$ cat config.mk
export PLATFORM = sky130hd
export DESIGN_NAME = regfile_write_arbiter
export DESIGN_NICKNAME = d
export VERILOG_FILES = /design/src/rtl/regfile_write_arbiter.sv
export SDC_FILE = /design/constraint.sdc
export NUM_CORES = 1
export LEC_CHECK = 0
export ABC_AREA = 1
export CORE_UTILIZATION = 45
export CTS_BUF_LIST = sky130_fd_sc_hd__clkbuf_16
export DETAILED_ROUTE_END_ITERATION = 10
export GPL_TIMING_DRIVEN = 0
export PLACE_DENSITY = 0.78
export SYNTH_ARGS = -nofsm -noshare
export SYNTH_HDL_FRONTEND = slang
export SYNTH_SLANG_ARGS = --single-unit
export TNS_END_PERCENT = 100
$ cat constraint.sdc
create_clock -name clk -period 3.65 [get_ports clk]
set_clock_uncertainty 0.05 [all_clocks]
set_input_delay 1.095 -clock clk [delete_from_list [all_inputs] [get_ports clk]]
set_output_delay 1.095 -clock clk [all_outputs]
set_load 0.01 [all_outputs]
$ cat src/rtl/regfile_write_arbiter.sv
// rtl/regfile_write_arbiter.sv - two-requester register-file write port arbiter with per-requester holding slots
// REGFILE_ARB_BYPASS_EN: a slot that wins this cycle may also accept a new write at the same edge.
module regfile_write_arbiter #(
  parameter int DATA_WIDTH = 32,
  parameter int ADDR_WIDTH = 5
) (
  input  logic                  clk,
  input  logic                  rst,
  input  logic                  req0Valid,
  output logic                  req0Ready,
  input  logic [ADDR_WIDTH-1:0] req0Rd,
  input  logic [DATA_WIDTH-1:0] req0Data,
  input  logic                  req1Valid,
  output logic                  req1Ready,
  input  logic [ADDR_WIDTH-1:0] req1Rd,
  input  logic [DATA_WIDTH-1:0] req1Data,
  output logic                  writeEnable,
  output logic [ADDR_WIDTH-1:0] desRegister,
  output logic [DATA_WIDTH-1:0] writeData,
  output logic                  grantId
);

  logic                  full0_q, full0_d, full1_q, full1_d;
  logic [ADDR_WIDTH-1:0] rd0_q, rd0_d, rd1_q, rd1_d;
  logic [DATA_WIDTH-1:0] data0_q, data0_d, data1_q, data1_d;
  // age_q names the slot that wins when both are full (0 = slot0, 1 = slot1)
  logic                  age_q, age_d;
  logic                  rr_q, rr_d;

  logic grant0, grant1;
  logic load0, load1;
  logic stay0, stay1;

  always_comb begin
    grant1 = full1_q & (~full0_q | age_q);
    grant0 = full0_q & ~grant1;
  end

  always_comb begin
    writeEnable = full0_q | full1_q;
    grantId     = grant1;
    desRegister = '0;
    writeData   = '0;
    if (grant1) begin
      desRegister = rd1_q;
      writeData   = data1_q;
    end else if (grant0) begin
      desRegister = rd0_q;
      writeData   = data0_q;
    end
  end

`ifdef REGFILE_ARB_BYPASS_EN
  always_comb begin
    req0Ready = ~full0_q | grant0;
    req1Ready = ~full1_q | grant1;
  end
`else
  always_comb begin
    req0Ready = ~full0_q;
    req1Ready = ~full1_q;
  end
`endif

  // Writes to x0 complete the handshake but never occupy a slot
  always_comb begin
    load0 = req0Valid & req0Ready & (req0Rd != '0);
    load1 = req1Valid & req1Ready & (req1Rd != '0);
    stay0 = full0_q & ~grant0;
    stay1 = full1_q & ~grant1;
  end

  always_comb begin
    full0_d = stay0 | load0;
    full1_d = stay1 | load1;
    rd0_d   = load0 ? req0Rd   : rd0_q;
    data0_d = load0 ? req0Data : data0_q;
    rd1_d   = load1 ? req1Rd   : rd1_q;
    data1_d = load1 ? req1Data : data1_q;
  end

  // A simultaneous load can only land in two empty slots, so it is a true tie
  always_comb begin
    age_d = age_q;
    rr_d  = rr_q;
    if (load0 && load1) begin
      age_d = rr_q;
      rr_d  = ~rr_q;
    end else if (load0) begin
      age_d = stay1;
    end else if (load1) begin
      age_d = ~stay0;
    end else if (grant0 || grant1) begin
      age_d = stay1;
    end
  end

  always_ff @(posedge clk or posedge rst) begin
    if (rst) begin
      full0_q <= 1'b0;
      full1_q <= 1'b0;
      rd0_q   <= '0;
      rd1_q   <= '0;
      data0_q <= '0;
      data1_q <= '0;
      age_q   <= 1'b0;
      rr_q    <= 1'b0;
    end else begin
      full0_q <= full0_d;
      full1_q <= full1_d;
      rd0_q   <= rd0_d;
      rd1_q   <= rd1_d;
      data0_q <= data0_d;
      data1_q <= data1_d;
      age_q   <= age_d;
      rr_q    <= rr_d;
    end
  end

endmodule

# [Word-level counts from Yosys, hierarchy flattened]
# Cells that the tools add are included.
[totals] input_bits=78 output_inout_bits=41 wordCells=39 regBits=78
[op_classes] n_mux=8 bitwise_logic=18 reduce_logical=5
[op_table] op="two-way mux 32 bit" count=2
[op_table] op="two-way mux 5 bit" count=2
[op_table] op="nonzero test 5 bit" count=2
[op_table] op="bitwise AND 1 bit" count=8
[op_table] op="NOT 1 bit" count=6
[op_table] op="two-way mux 1 bit" count=4
[op_table] op="OR 1 bit" count=4
[op_table] op="nonzero test 4 bit" count=1
[op_table] op="logical AND 1 bit" count=1
[op_table] op="logical OR 1 bit" count=1

# [Depth between registers and ports, before layout]
# Gate-level depths: netlist of the first run.
[depth] word_depth=11 mapped_depth=8 depth_no_buf=7

# [Worst setup path before layout of the first run]
# OpenSTA, ideal clock, no wires.
[synth_path] path_type="register to output" from="register full0_q" to="output writeData[7]" setup_slack_ns=1.307 path_stages_with_launch=7 t_arrival_ns=1.198 n_path_buf=2 t_required_ns=2.505 cell_sequence="dfrtp_1 -> buf_4 -> inv_2 -> or2_4 -> nand2_4 -> buf_4 -> o21ai_0"
[synth_between] elab_chain_cells=7
[synth_rtl] item="start, declared" line_no="23" source="logic full0_q, full0_d, full1_q, full1_d;"
[synth_rtl] item="start signal, assigned" line_no="109" source="full0_q <= full0_d;"
[synth_rtl] item="NOT 1 bit (*)"
[synth_rtl] item="named net req0Ready" line_no="10" source="output logic req0Ready,"
[synth_rtl] item="OR 1 bit (*)" line_no="35" source="grant1 = full1_q & (~full0_q | age_q);"
[synth_rtl] item="bitwise AND 1 bit (*)" line_no="35"
[synth_rtl] item="NOT 1 bit" line_no="36" source="grant0 = full0_q & ~grant1;"
[synth_rtl] item="bitwise AND 1 bit" line_no="36"
[synth_rtl] item="two-way mux 32 bit" line_no="47" source="end else if (grant0) begin"
[synth_rtl] item="two-way mux 32 bit (*)" line_no="44" source="if (grant1) begin"
[synth_rtl] item="end, declared" line_no="19" source="output logic [DATA_WIDTH-1:0] writeData,"
# Mark *: on every way through the listed nets, which the timed path passes. The rest lies on a longest branch.

# [Worst setup path after layout of the first run]
[layout_path] from="register full0_q" to="output writeData[22]"
[layout_between] elab_chain_cells=7
[layout_rtl] item="NOT 1 bit" line_no="35"
[layout_rtl] item="OR 1 bit" line_no="35"
[layout_rtl] item="bitwise AND 1 bit" line_no="35"
[layout_rtl] item="NOT 1 bit" line_no="36"
[layout_rtl] item="bitwise AND 1 bit" line_no="36"
[layout_rtl] item="two-way mux 32 bit" line_no="47"
[layout_rtl] item="two-way mux 32 bit (*)" line_no="44"
# Every way passes the cells marked *; elsewhere a longest branch is shown, timed or not.

==> impl_metrics.toml, run 1 <==
[pwr]
p_clk_share_pct = 24.0
power.internal_mw = 2.376
ir_drop_mv = 0.4389
power_leakage_nw = 2.442
pwr-share-seq_pct = 35.6
pwr-share-comb_pct = 40.4
p_switching_mw = 1.257
p_sw_share_pct = 34.60
power_mw = 3.633
powerDensity_nw_per_um2 = 710.9

[global_routing]
grt_max_degree = 45
grt_pass1_wl_um = 15590
antenna_found_initial = 0
grt_pass1_vias = 3363
grt_usage_pct = 24.37
grt_overflow = 0

[die]
die_height_um = 90.11
core_um2 = 7370
die_w_um = 90.11
start_util_pct = 47.40
ioPinCount = 119
rows = 31
dieArea_um2 = 8119

[worst_setup_path]
cp_max_fo = 10
crit_required_ns = 2.50
start_kind = "flop"
worstSetupPathType = "reg2out"
end_kind = "output pin"
r2r_setup_slack_ns = 2.11
arrival_ns = 2.19

[clocking]
cts_resized = 0
clock_sinks = 78
cts_buffers = 9
clk_path_buf_depth = 2
clock_latency_ns = 0.32
cts_tree = "done"
cts_hold_buf = 0
htreeDepth = 3
cts_root_buf = "clkbuf_16"
cts.clk_slew.worst_paths_ns = 0.06
cts_setup_buffers = 0

[synth]
synth-seq-cells = 78
synth_compound_area_share_pct = 11.14
synth_cells = 430
synth_xor_area_share_pct = 0
synth-seq-area-share_pct = 55.87
yosysWarningCount = 0
yosys.area_share.simple_pct = 23.17
yosys.area_share.adder_pct = 0
netlist.area_leader.share_pct = 55.87
synth_top_family_by_area = "simple AND/OR/NAND/NOR gates"
synth_area_leaders = "dfrtp_1 56%, nand2_1 17%, o21ai_0 6.3%"
muxShareOfSynthArea_pct = 0
syn-num-nets = 508
synthDominantAreaCellType = "dfrtp_1"
syn_area_per_cell_um2 = 8.124
ys_types = 17
synth_area_um2 = 3493

[route]
vias = 3272
wl_per_cell_um = 14.31
firstDrtPassIters = 5
route.detailed.drc = 0
drtIter0Drc = 167
ant_nets = 0
vias_per_cell = 4.928
drt_wl_total_um = 9499

[sta]
fmax_mhz = 299.8
finalCritPeriodShare_pct = 91.37
max_slew_margin_pct = 65.34
hold_viol = 0
tightest_slew_ns = 0.5199
finalSetupViolCount = 0
rsz0062_at_grt = "false"
fin_hold_ws_ns = 0.4293
fin_crit_ns = 3.335
fin_ws_ns = 0.3150
maxSlewViolCount = 0

[placement]
dpl_cell_area_um2 = 4821
dp_slack_ns = 0.7022
place.gp.congestion = 0.8201
dp_hpwl_um = 6736
io_buffers = 118

[final_layout]
final_nets = 638
drive_gt1_share_pct = 7.080
syn_to_final_growth_pct = 46.28
num_antenna_cells = 0
post-route-cell-area_um2 = 5110
fin_util_pct = 69.34

[run]
drv_cap = 0

[hold_path]
hp-class = "reg2reg"

[status]
outcome = "finished, final reports clean"
-- per-stage QoR --
stage / cells / TNS (ns)
6_report: 664 / 0
5_1_grt: 664 / 0
4_1_cts: 664 / 0
3_5_place_dp: 648 / 0
3_3_place_gp: 647 / -57.16
2_1_floorplan: 430 / 0
-- layout make-up --
cell class	instances	area (um2)
repair buffers	119	1201
flip-flops and latches	78	1952
well taps	99	123.9
plain buffers	25	151.4
inverters	51	193.9
fillers	580	2260
multi-input cells	276	1199
clock inverters	7	63.81
clock buffers	9	225.2
-- placed cells by master, fill, tap and decap left out --
| cell type | Yosys | layout |
|---|---|---|
| dfrtp_1 | 78 | 78 |
| clkinv_4 | 0 | 1 |
| inv_2 | 3 | 3 |
| inv_4 | 0 | 1 |
| inv_1 | 48 | 47 |
| o22ai_1 | 7 | 7 |
| buf_12 | 0 | 1 |
| buf_2 | 4 | 4 |
| nand2_1 | 156 | 156 |
| or2_4 | 1 | 1 |
| buf_1 | 1 | 1 |
| o21ai_0 | 44 | 44 |
| inv_6 | 0 | 1 |
| nand3_1 | 31 | 31 |
| clkinv_1 | 0 | 3 |
| nand4_1 | 1 | 1 |
| clkdlybuf4s50_1 | 0 | 118 |
| nand2_2 | 2 | 2 |
| nor2_1 | 8 | 8 |
| clkbuf_16 | 0 | 9 |
| buf_4 | 14 | 14 |
| bufinv_16 | 0 | 1 |
| clkbuf_1 | 6 | 6 |
| o21ai_1 | 25 | 25 |
| nand2_4 | 1 | 1 |
| clkinv_2 | 0 | 1 |
-- power groups by stage --
stage	Combinational (mW)	Sequential [mW]	Clock, mW
final	1.47	1.29	0.873
after detailed placement	1.46	1.30	0
after global routing	1.62	1.32	0.915
after global placement	1.42	1.29	0
after floorplan	0.788	1.27	0
after CTS	1.47	1.29	0.878
-- cell usage after synthesis (all sizes together) --
master	number
clkbuf	6
nand3	31
nor2	8
o22ai	7
inv	51
or2	1
buf	19
dfrtp	78
o21ai	69
nand4	1
nand2	159
-- flip-flops by register name, summed over array words and instances, names as in the netlist --
register,cells
rd0_q,5
full1_q,1
data1_q,32
age_q,1
full0_q,1
data0_q,32
rr_q,1
rd1_q,5
-- critical path, stage by stage (launching register included) --
cell and delay (ns):
dfrtp_1 0.33, buf_4 0.14, inv_2 0.05, or2_4 0.24, nand2_4 0.12, buf_4 0.20
nand3_1 0.09, o21ai_0 0.13, clkdlybuf4s50_1 0.57
-- per-layer routing --
layer,global-route usage (%),up-vias,wire length (um),part of all wire (%)
met4,8.199,0,125,1.3
li1,-,1604,-,-
met2,41.41,106,4791,50
met3,3.976,9,401,4.2
met5,0,-,0,0
met1,31.70,1553,4180,44
-- worst paths after layout --
kind	depth (start not counted)	end	startpoint
worst max register to register	5	data1_q[7]	full1_q
worst min register to register	2	rd0_q[2]	rd0_q[2]
min in group asynchronous	2	data1_q[2]	rst
worst min-delay path	2	rd0_q[2]	rd0_q[2]
worst max-delay path	8	writeData[22]	full0_q
max in group asynchronous	3	data1_q[25]	rst
-- kinds of logic after synthesis --
| kind of cell | Yosys count |
|---|---|
| simple gates | 200 |
| flops | 78 |
| compound gates | 76 |
| buf+inv | 76 |
Note: power is estimated with default switching activity, not from simulation.
==> run 2: changes to the inputs <==
--- a/config.mk
+++ b/config.mk
@@ -6,6 +6,7 @@
 export NUM_CORES = 1
 export LEC_CHECK = 0
 export ABC_AREA = 1
+export CORE_MARGIN = 4
 export CORE_UTILIZATION = 45
 export CTS_BUF_LIST = sky130_fd_sc_hd__clkbuf_16
 export DETAILED_ROUTE_END_ITERATION = 10
==> run 2 against run 1 <==
Net effect:
- flip-flop and latch count did not move
- count of clock-buffer cells in the layout did not move
- via count rose by 0.18%
- final cell count fell by 0.15%
- register-to-register slack barely moved
- wire length rose by 2.7%
- utilization rose by 0.26 points
- first-iteration DRC count fell by 28%
- sequential power barely moved
- critical path depth did not move
- critical path type unchanged
- largest cell class unchanged
==> impl_metrics.toml, run 2 (synthesis gave the netlist of run 1 again) <==
[status]
outcome = "finished, final reports clean"

[final_layout]
syn_to_final_growth_pct = 47.60
final_nets = 638
num_antenna_cells = 0
post-route-cell-area_um2 = 5156
final_cell_mix = "156 x nand2_1, 118 x clkdlybuf4s50_1, 78 x dfrtp_1"
stdcell_count = 663
largest_registers = "data0_q: 32 flops, data1_q: 32 flops"
final_common_cell = "nand2_1"
fin_util_pct = 69.60
drive_gt1_share_pct = 7.092

[die]
die_w_um = 96.11
rows = 31
dieArea_um2 = 9236
ioPinCount = 119
core_um2 = 7408
die_height_um = 96.11
start_util_pct = 47.15

[clocking]
cts_resized = 0
cts.clk_slew.worst_paths_ns = 0.05
cts_hold_buf = 0
clock_latency_ns = 0.32
cts_buffers = 9
cts_setup_buffers = 0
clk_path_buf_depth = 2
htreeDepth = 3
cts_tree = "done"
clock_sinks = 78
cts_root_buf = "clkbuf_16"

[sta]
rsz0062_at_grt = "false"
finalCritPeriodShare_pct = 90.86
hold_viol = 0
max_slew_margin_pct = 64.95
fmax_mhz = 301.5
maxSlewViolCount = 0
tightest_slew_ns = 0.5258
fin_ws_ns = 0.3338
finalSetupViolCount = 0
fin_hold_ws_ns = 0.4279
fin_crit_ns = 3.316

[placement]
io_buffers = 118
dp_hpwl_um = 7252
place.gp.congestion = 0.8157
dp_slack_ns = 0.6895
dp.cells = 648
dpl_cell_area_um2 = 4828

[global_routing]
grt_usage_pct = 23.00
grt_pass1_vias = 3451
antenna_found_initial = 0
grt_overflow = 0
grt_pass1_wl_um = 16240
grt_max_degree = 47

[pwr]
pwr-share-comb_pct = 39.1
ir_drop_mv = 0.4368
p_clk_share_pct = 26.4
powerDensity_nw_per_um2 = 725.6
p_sw_share_pct = 32.91
p_switching_mw = 1.231
pwr-share-seq_pct = 34.5
power.internal_mw = 2.510
power_leakage_nw = 2.467

[worst_setup_path]
crit_required_ns = 2.50
end_kind = "output pin"
cp_common_cell = "buf_4"
arrival_ns = 2.17
crit_path_max_incr_delay_ns = 0.58
cp_max_fo = 10
cp_slowest_cell = "clkdlybuf4s50_1"
critical_path_buf_inv_count = 4
cp_cell_sequence = "buf_4 -> inv_2 -> or2_4 -> nand2_4 -> buf_4 -> nand3_1 -> o21ai_0 -> clkdlybuf4s50_1"
start_kind = "flop"
worstSetupPathType = "reg2out"
critPathTopFamily = "buffers and inverters"

[route]
drtIter0Drc = 120
drt_wl_total_um = 9751
ant_nets = 0
vias = 3278
route.detailed.drc = 0
vias_per_cell = 4.944
wl_per_cell_um = 14.71
firstDrtPassIters = 4

[hold_path]
hp-class = "reg2reg"

[run]
drv_cap = 0
==> run 2: cell count changes in the layout (fill, tap and decap cells not counted) <==
cell       delta
buf_12        -1
buf_16        +1
bufinv_16     +2
clkinv_1      -2
clkinv_4      -1
inv_1         +1
inv_6         -1
==> run 2: cell type report <==
class | instances | area, um2
sequential | 78 | 1952
clock inverter | 6 | 102.6
fill | 594 | 2252
buffer | 25 | 151.4
tap | 99 | 123.9
clock buffer | 9 | 225.2
timing repair buffer | 119 | 1209
multi-input combinational | 276 | 1199
inverter | 51 | 193.9
==> run 2: final timing paths <==
path | slack [ns] | cells after the start | end | start
min in group asynchronous | 1.08 | 2 | data1_q[3] | rst
min reg2reg | 0.43 | 2 | rd1_q[2] | rd1_q[2]
max reg2reg | 2.10 | 5 | data1_q[13] | full1_q
max | 0.33 | 8 | writeData[19] | full0_q
min | 0.43 | 2 | rd1_q[2] | rd1_q[2]
max in group asynchronous | 1.90 | 3 | data1_q[24] | rst
==> run 2: metal layers <==
layer,vias to the layer above,track usage [%],share of wire [%]
met5,-,0,0
met4,0,7.938,1.8
li1,1605,-,-
met3,19,2.815,4.8
met1,1564,29.72,42
met2,90,39.79,52
==> run 2: metrics by stage <==
stage	power [mW]	TNS [ns]
floorplan	2.057	0
global placement	2.716	-54.43
detailed placement	2.770	0
CTS	3.777	0
global route	4.000	0
finish	3.741	0
==> run 2: power by group through the flow <==
| stage | clock (mW) | sequential [mW] | combinational [mW] |
|---|---|---|---|
| CTS | 1.00 | 1.29 | 1.48 |
| floorplan | 0 | 1.27 | 0.788 |
| global placement | 0 | 1.29 | 1.43 |
| detailed placement | 0 | 1.30 | 1.47 |
| global route | 1.04 | 1.32 | 1.64 |
| finish | 0.986 | 1.29 | 1.46 |
==> run 2: worst min-delay path: stages, from the launching register on <==
cell,delay (ns)
dfrtp_1,0.34
nand2_1,0.06
nand2_1,0.05
==> run 3: changes to the inputs <==
--- a/config.mk
+++ b/config.mk
@@ -7,11 +7,12 @@
 export LEC_CHECK = 0
 export ABC_AREA = 1
 export CORE_MARGIN = 4
-export CORE_UTILIZATION = 45
-export CTS_BUF_LIST = sky130_fd_sc_hd__clkbuf_16
+export CORE_UTILIZATION = 30
+export CTS_BUF_LIST = sky130_fd_sc_hd__clkbuf_4 sky130_fd_sc_hd__clkbuf_8 sky130_fd_sc_hd__clkbuf_16
 export DETAILED_ROUTE_END_ITERATION = 10
+export GPL_ROUTABILITY_DRIVEN = 0
 export GPL_TIMING_DRIVEN = 0
-export PLACE_DENSITY = 0.78
+export PLACE_DENSITY = 0.56
 export SYNTH_ARGS = -nofsm -noshare
 export SYNTH_HDL_FRONTEND = slang
 export SYNTH_SLANG_ARGS = --single-unit
==> run 3 against run 2 <==
Net effect:
- maximum frequency down 1.7%
- combinational power about the same
- utilization is 24 points lower
- flip-flop and latch count unchanged
- hold slack got worse by 0.0021 ns
- non-clock buffer count is the same
- critical endpoint is now writeData[30]
==> impl_metrics.toml, run 3 (synthesis gave the netlist of run 1 again) <==
[die]
dieArea_um2 = 13440
die_height_um = 115.9
start_util_pct = 30.59
die_w_um = 115.9
ioPinCount = 119
core_um2 = 11420
rows = 39

[clocking]
cts_tree = "done"
cts_buffers = 9
cts.clk_slew.worst_paths_ns = 0.06
cts_setup_buffers = 0
clk_path_buf_depth = 2
clock_sinks = 78
clock_latency_ns = 0.32
htreeDepth = 3
cts_hold_buf = 0
cts_root_buf = "clkbuf_16"
cts_resized = 0

[final_layout]
syn_to_final_growth_pct = 49.61
largest_registers = "data0_q: 32 flops, data1_q: 32 flops"
num_antenna_cells = 0
drive_gt1_share_pct = 7.611
final_common_cell = "nand2_1"
fin_util_pct = 45.77
final_nets = 638
final_cell_mix = "156 x nand2_1, 118 x clkdlybuf4s50_1, 78 x dfrtp_1"
stdcell_count = 708
fill_cells = 1198

[placement]
dp.cells = 692
io_buffers = 118
dp_hpwl_um = 7686

[sta]
fin_crit_ns = 3.374
rsz0062_at_grt = "false"
maxSlewViolCount = 0
finalSetupViolCount = 0
tightest_slew_ns = 0.6054
finalCritPeriodShare_pct = 92.44
max_slew_margin_pct = 59.64
fmax_mhz = 296.4
hold_viol = 0

[pwr]
powerDensity_nw_per_um2 = 723.1
power_leakage_nw = 2.474
ir_drop_mv = 0.2717
power_mw = 3.779

[worst_setup_path]
crit_required_ns = 2.50
end_kind = "output pin"
arrival_ns = 2.23
cp_max_fo = 10
rr_endpoint = "data1_q[7]"
rr_startpoint = "full1_q"
worstSetupPathType = "reg2out"
reg2reg_depth = 5
start_kind = "flop"
r2r_setup_slack_ns = 2.09

[route]
route.detailed.drc = 0
vias_per_cell = 4.472
drtIter0Drc = 210
ant_nets = 0
firstDrtPassIters = 4
vias = 3166
wl_per_cell_um = 14.47
drt_wl_total_um = 10250

[global_routing]
grt_pass1_wl_um = 16450
grt_overflow = 0
grt_usage_pct = 15.86
antenna_found_initial = 0
grt_pass1_vias = 3320
grt_max_degree = 53

[hold_path]
hold_depth = 2
hp-class = "reg2reg"
hp-start = "rd1_q[2]"
hold_path_end = "rd1_q[2]"

[status]
outcome = "finished, final reports clean"

[run]
drv_cap = 0
==> run 3: worst max-delay path by stage <==
stage	start	to	slack, ns	depth (start not counted)
3_3_place_gp	rst	data1_q[21]	-0.84	2
4_1_cts	full0_q	writeData[30]	0.25	8
3_5_place_dp	full0_q	writeData[30]	0.61	8
6_report	full0_q	writeData[30]	0.28	8
5_1_grt	full0_q	writeData[30]	0.12	8
2_1_floorplan	rst	age_q	0.51	1
==> run 3: area by class of cell <==
type / instances / area [um2] / share of cell area, %
well taps: 143 / 178.9 / 3.424
repair buffers: 119 / 1209 / 23.13
flip-flops and latches: 78 / 1952 / 37.35
multi-input cells: 276 / 1199 / 22.94
clock buffers: 12 / 247.7 / 4.740
plain buffers: 25 / 151.4 / 2.897
inverters: 51 / 193.9 / 3.711
clock inverters: 4 / 95.09 / 1.819
==> run 3: layer usage <==
metal / vias to the layer above / part of all wire, % / GRT usage, %
li1: 1605 / - / -
met1: 1472 / 44 / 21.74
met2: 84 / 49 / 26.28
met3: 5 / 5.9 / 2.037
met4: 0 / 0.60 / 4.872
met5: - / 0 / 0
==> run 3: metrics by stage <==
step | hold WS, ns | setup WS (ns) | instance area [um2] | TNS (ns)
3_3_place_gp | 0.4055 | -0.8440 | 4853 | -65.34
6_report | 0.4258 | 0.2760 | 5226 | 0
5_1_grt | 0.4513 | 0.1238 | 5226 | 0
2_1_floorplan | 0.3922 | 0.5100 | 3493 | 0
4_1_cts | 0.4300 | 0.2489 | 5226 | 0
3_5_place_dp | 0.4137 | 0.6119 | 4883 | 0
==> run 3: worst max-delay path, cell delays in order (launching register included) <==
cell             delay (ns)
dfrtp_1                0.32
buf_4                  0.14
inv_2                  0.05
or2_4                  0.24
nand2_4                0.14
buf_4                  0.22
nand3_1                0.08
o21ai_0                0.13
clkdlybuf4s50_1        0.58
==> run 3: power by group <==
| group | leakage (nW) | switching [mW] | internal (mW) | total (mW) |
|---|---|---|---|---|
| logic | 1.34 | 0.780 | 0.687 | 1.47 |
| registers | 0.960 | 0.120 | 1.16 | 1.29 |
| clock network | 0.171 | 0.338 | 0.690 | 1.03 |
| total | 2.47 | 1.24 | 2.54 | 3.78 |
